`src/rtl/pll_lock_reset_seq.sv`:
```
// Turns an asynchronous PLL LOCK into a clean system reset, pulsing the PLL reset on lock timeout.
// Optional lock-loss event counter enabled by defining LOCK_LOSS_COUNT_EN.
module pll_lock_reset_seq #(
  parameter int unsigned STABLE_CYCLES  = 1024,
  parameter int unsigned HOLD_CYCLES    = 16,
  parameter int unsigned TIMEOUT_CYCLES = 1048575,
  parameter int unsigned PLLRST_CYCLES  = 8,
  parameter int unsigned CNT_W          = 21
) (
  input  logic       clock,
  input  logic       reset_n,
  input  logic       locked,
  output logic       pll_rst,
  output logic       sys_rst_n,
  output logic       ready,
  output logic [7:0] lost_count
);

  typedef enum logic [2:0] {StWaitLock, StPllRst, StStable, StHold, StRun} state_e;

  localparam logic [CNT_W-1:0] CntOne      = CNT_W'(1);
  localparam logic [CNT_W-1:0] TimeoutLast = CNT_W'(TIMEOUT_CYCLES - 1);
  localparam logic [CNT_W-1:0] PllRstLast  = CNT_W'(PLLRST_CYCLES - 1);
  localparam logic [CNT_W-1:0] StableLast  = CNT_W'(STABLE_CYCLES - 1);
  localparam logic [CNT_W-1:0] HoldLast    = CNT_W'(HOLD_CYCLES - 1);

  state_e           state_q, state_d;
  logic [CNT_W-1:0] cnt_q, cnt_d;
  logic             lock_meta_q, lock_meta_d;
  logic             lock_s_q, lock_s_d;
  logic             pll_rst_q, pll_rst_d;
  logic             sys_rst_n_q, sys_rst_n_d;
  logic             ready_q, ready_d;

  always_comb begin
    lock_meta_d = locked;
    lock_s_d    = lock_meta_q;
    state_d     = state_q;
    cnt_d       = cnt_q;
    unique case (state_q)
      StWaitLock: begin
        if (lock_s_q) begin
          // The cycle that first sees lock counts as stable cycle one.
          if (STABLE_CYCLES == 1) begin
            state_d = StHold;
            cnt_d   = '0;
          end else begin
            state_d = StStable;
            cnt_d   = CntOne;
          end
        end else if (cnt_q == TimeoutLast) begin
          state_d = StPllRst;
          cnt_d   = '0;
        end else begin
          cnt_d = cnt_q + CntOne;
        end
      end
      StPllRst: begin
        if (cnt_q == PllRstLast) begin
          state_d = StWaitLock;
          cnt_d   = '0;
        end else begin
          cnt_d = cnt_q + CntOne;
        end
      end
      StStable: begin
        if (!lock_s_q) begin
          state_d = StWaitLock;
          cnt_d   = '0;
        end else if (cnt_q == StableLast) begin
          state_d = StHold;
          cnt_d   = '0;
        end else begin
          cnt_d = cnt_q + CntOne;
        end
      end
      StHold: begin
        if (!lock_s_q) begin
          state_d = StWaitLock;
          cnt_d   = '0;
        end else if (cnt_q == HoldLast) begin
          state_d = StRun;
          cnt_d   = '0;
        end else begin
          cnt_d = cnt_q + CntOne;
        end
      end
      StRun: begin
        if (!lock_s_q) begin
          state_d = StWaitLock;
          cnt_d   = '0;
        end
      end
      default: begin
        state_d = StWaitLock;
        cnt_d   = '0;
      end
    endcase
    // Outputs are decoded from the next state so they change on the transition edge.
    pll_rst_d   = (state_d == StPllRst);
    sys_rst_n_d = (state_d == StRun);
    ready_d     = (state_d == StRun);
  end

  always_ff @(posedge clock) begin
    if (!reset_n) begin
      state_q     <= StWaitLock;
      cnt_q       <= '0;
      lock_meta_q <= 1'b0;
      lock_s_q    <= 1'b0;
      pll_rst_q   <= 1'b0;
      sys_rst_n_q <= 1'b0;
      ready_q     <= 1'b0;
    end else begin
      state_q     <= state_d;
      cnt_q       <= cnt_d;
      lock_meta_q <= lock_meta_d;
      lock_s_q    <= lock_s_d;
      pll_rst_q   <= pll_rst_d;
      sys_rst_n_q <= sys_rst_n_d;
      ready_q     <= ready_d;
    end
  end

  assign pll_rst   = pll_rst_q;
  assign sys_rst_n = sys_rst_n_q;
  assign ready     = ready_q;

`ifdef LOCK_LOSS_COUNT_EN
  logic       lock_lost;
  logic [7:0] lost_count_q, lost_count_d;

  assign lock_lost = (state_q == StRun) && (state_d == StWaitLock);

  always_comb begin
    lost_count_d = lost_count_q;
    if (lock_lost && (lost_count_q != 8'hff)) begin
      lost_count_d = lost_count_q + 8'd1;
    end
  end

  always_ff @(posedge clock) begin
    if (!reset_n) begin
      lost_count_q <= 8'd0;
    end else begin
      lost_count_q <= lost_count_d;
    end
  end

  assign lost_count = lost_count_q;
`else
  assign lost_count = 8'd0;
`endif

endmodule

```
`config.mk`:
```
export PLATFORM = sky130hd
export DESIGN_NAME = pll_lock_reset_seq
export DESIGN_NICKNAME = d
export VERILOG_FILES = /design/src/rtl/pll_lock_reset_seq.sv
export SDC_FILE = /design/constraint.sdc
export NUM_CORES = 1
export LEC_CHECK = 0
export BUFFER_PORTS_ARGS = -buffer_cell sky130_fd_sc_hd__buf_2
export CORE_MARGIN = 5
export CORE_UTILIZATION = 63
export DETAILED_ROUTE_END_ITERATION = 10
export HOLD_SLACK_MARGIN = 0.12
export PLACE_DENSITY = 0.93
export SLEW_MARGIN = 20
export SYNTH_ARGS = -nofsm -noshare
export SYNTH_HDL_FRONTEND = slang
export SYNTH_SLANG_ARGS = --single-unit
```
`constraint.sdc`:
```
create_clock -name clock -period 5.6 [get_ports clock]
set_input_delay 1.12 -clock clock [delete_from_list [all_inputs] [get_ports clock]]
set_output_delay 1.12 -clock clock [all_outputs]
set_load 0.01 [all_outputs]
```
==> flow_metrics.tcl <==
set metrics [dict create \
    r2r_end "cnt_q[10]" \
    tns_ns 0 \
    drt-total-wl_mm 3.247 \
    cts_buffers 3 \
    outcome "complete, no violations" \
    holdCritStartpoint "lock_meta_q" \
    post_cts.repair.setup_buffers 0 \
    firstDrtPassIters 4 \
    gp_congestion 0.8688 \
    leakage_nw 0.6880 \
    path_clk_slew_ns 0.15 \
    period_minus_slack_ns 2.724 \
    die_area_sq_um 3634 \
    hpwl_mm 2.326 \
    finClkSkew_ns 0.007492 \
    postLayoutCellArea_sq_um 1629 \
    whs_path_depth 1 \
    ant_nets 0 \
    rrSetupSlack_ns 2.88 \
    grtUsageTotal 0.1950 \
    drt_iter0_markers 121 \
    antenna_found_initial 0 \
    critPathKind "reg2reg" \
    irDropWorstVdd_mv 0.1819 \
    synth_area_sq_um 1593 \
    area_growth_pct 2.278 \
    viasPerCell 6.261 \
    finalMaxSlewViolations 0 \
    critPathArrivalTime_ns 2.97 \
    synth-adder-area-share 0.02357 \
    m1WireLength_mm 1.407 \
    cts_tree "yes" \
    synth_compound_area_frac 0.1995 \
    met3_length_um 181 \
    rsz0062_at_grt "false" \
    reg2regPathDepth 8 \
    grt_max_degree 36 \
    finalCritPeriodShare 0.4865 \
    endpoint_kind "register" \
    clock_latency_ns 0.33 \
    antennaDiodeCount 0 \
    worst_pin_slew_ns 0.8123 \
    timing.rr.start "cnt_q[0]" \
    yosys.cell_types.count 41 \
    avgRoutedWirePerCell_um 14.37 \
    start_util 0.6488 \
    critical-path-max-stage-delay_ns 0.48 \
    syn_avg_cell_area_sq_um 8.085 \
    yosys.area_share.simple 0.3134 \
    row_count 18 \
    vias 1415 \
    htree_levels 1 \
    ctsResizeCount 0 \
    hold_viol_final 0 \
    layout-drive-gt1-share 0.07653 \
    die_h_um 60.28 \
    yosysSeqAreaShare 0.3519 \
    dr_wl_met2_mm 1.602 \
    synth_xor_xnor_area_share 0.01100 \
    remaining_drc_errors 0 \
    power_density_nw_per_um2 221.9 \
    hold_buffers 0 \
    slew_headroom 0.4579 \
    required_ns 5.84 \
    fin_total_pwr_mw 0.3615 \
    grt_overflow_total 0 \
    syn-instance-count 197 \
    grt_pass1_vias 1325 \
    io_pins 14 \
    finalSetupViolations 0 \
    hold-worst-slack_ns 0.4622 \
    drv_cap 0 \
    cts_buffer_depth 2 \
    cts_root_buf "clkbuf_4" \
    grt_first_pass_wirelength_mm 5.471 \
    postLayoutCoreUtil 0.6636 \
    cts_sinks 28 \
    synth_top_family_by_area "simple AND/OR/NAND/NOR gates" \
    cp-start-kind "register" \
    place.port_buffers 5 \
    die_w_um 60.28 \
    dpl_cell_area_sq_um 1567 \
    num-nets-final 203 \
    cp-endpoint "cnt_q[10]" \
    slowest_stage "dfxtp_1" \
    yosys_warnings 0 \
    crit_chain "ha_1 -> nand3_1 -> or3_4 -> or2_1 -> a22oi_2 -> a21oi_4 -> and3_1 -> a221o_1" \
    cp_max_fo 35 \
    coreArea_sq_um 2455 \
    synth_mux_area_frac 0.01885 \
    worstSetupStartpoint "cnt_q[0]" \
    ys_ff_latch 28 \
    max_freq_ghz 0.3671 \
    top_layer_used "met4" \
    hp-class "reg2reg" \
]
[cell usage after synthesis, drive strengths merged]
library cell	count	area share
nand2b	1	0.0039
nor2	24	0.057
a221o	8	0.050
a22oi	1	0.0079
o311a	1	0.0063
clkbuf	3	0.0071
mux2i	3	0.019
and3b	1	0.0055
nand4	7	0.031
conb	1	0.0024
nand3	14	0.044
o21a	1	0.0047
nor2b	1	0.0039
and2	3	0.012
o22ai	1	0.0039
nor4	6	0.024
a22o	7	0.038
nor3	5	0.016
a21o	5	0.024
xnor2	2	0.011
o22a	1	0.0055
or3	2	0.011
nand2	19	0.045
dfxtp	28	0.35
nor3b	1	0.0047
o31ai	1	0.0047
a21oi	9	0.031
ha	3	0.024
a211oi	1	0.0047
and3	11	0.043
inv	3	0.0071
and4	1	0.0055
buf	14	0.065
o21ai	6	0.019
or2	2	0.0079
[layer usage]
| metal | global-route usage | vias up |
|---|---|---|
| met1 | 0.2313 | 653 |
| met4 | 0.08544 | 0 |
| met5 | 0 | - |
| met2 | 0.3457 | 50 |
| li1 | - | 705 |
| met3 | 0.02592 | 7 |
[registers in the layout, indices dropped and copies added, names as in the netlist]
name and flops:
state_q 3, pll_rst 1, lock_s_q 1, ready 1, lock_meta_q 1, cnt_q 21
[report_power, final]
part	total, mW	switching (mW)	internal, mW
Clock	0.133	0.0609	0.0725
Combinational	0.0219	0.0140	0.00792
Sequential	0.206	0.00433	0.202
Total	0.362	0.0792	0.282
[logic make-up after synthesis]
group | Yosys count
buf+inv | 20
compound gates | 42
mux | 3
simple gates | 98
other cells | 1
fa+ha+maj | 3
xor+xnor | 2
flops | 28
[final cells by class]
cell class              count  area (sq um)
inverters                   3         11.26
well taps                  30         37.54
repair buffers              5         25.02
clock inverters             1         30.03
flip-flops and latches     28         560.5
clock buffers               3         22.52
multi-input cells         156         942.2
fillers                   217         825.8
[how the worst min path moves through the flow]
stage          endpoint  slack, ns
6_report       lock_s_q       0.46
5_1_grt        lock_s_q       0.49
4_1_cts        lock_s_q       0.47
3_5_place_dp   lock_s_q       0.43
3_3_place_gp   lock_s_q       0.43
2_1_floorplan  lock_s_q       0.41
[worst max-delay path: cells and delay by family (launching register included)]
family	cells	cell delay, ns
flip-flops	1	0.48
AND/OR/NAND/NOR	4	1.16
adder cells (fa/ha/maj)	1	0.21
AO/OA/AOI/OAI	3	0.79
[through the flow]
step                std cells  worst slack (ns)
floorplan                 204             3.292
global placement          222             2.897
detailed placement        222             2.800
CTS                       226             2.771
global route              226             2.649
finish                    226             2.876
[cells in the final DEF (no fill, tap or decap), drive strengths merged]
cell type  Yosys  layout
dfxtp         28      28
nor2          24      24
nand2         19      19
nand3         14      14
and3          11      11
a21oi          9       9
a221o          8       8
conb           1       8
a22o           7       7
nand4          7       7
nor4           6       6
o21ai          6       6
nor3           5       5
a21o           5       5
buf           14       5
inv            3       3
and2           3       3
mux2i          3       3
ha             3       3
clkbuf         3       3
xnor2          2       2
or3            2       2
or2            2       2
and3b          1       1
nor3b          1       1
o31ai          1       1
nor2b          1       1
o22ai          1       1
o22a           1       1
a22oi          1       1
and4           1       1
nand2b         1       1
a211oi         1       1
o21a           1       1
o311a          1       1
bufinv         0       1
Note: power is estimated with default switching activity, not from simulation.
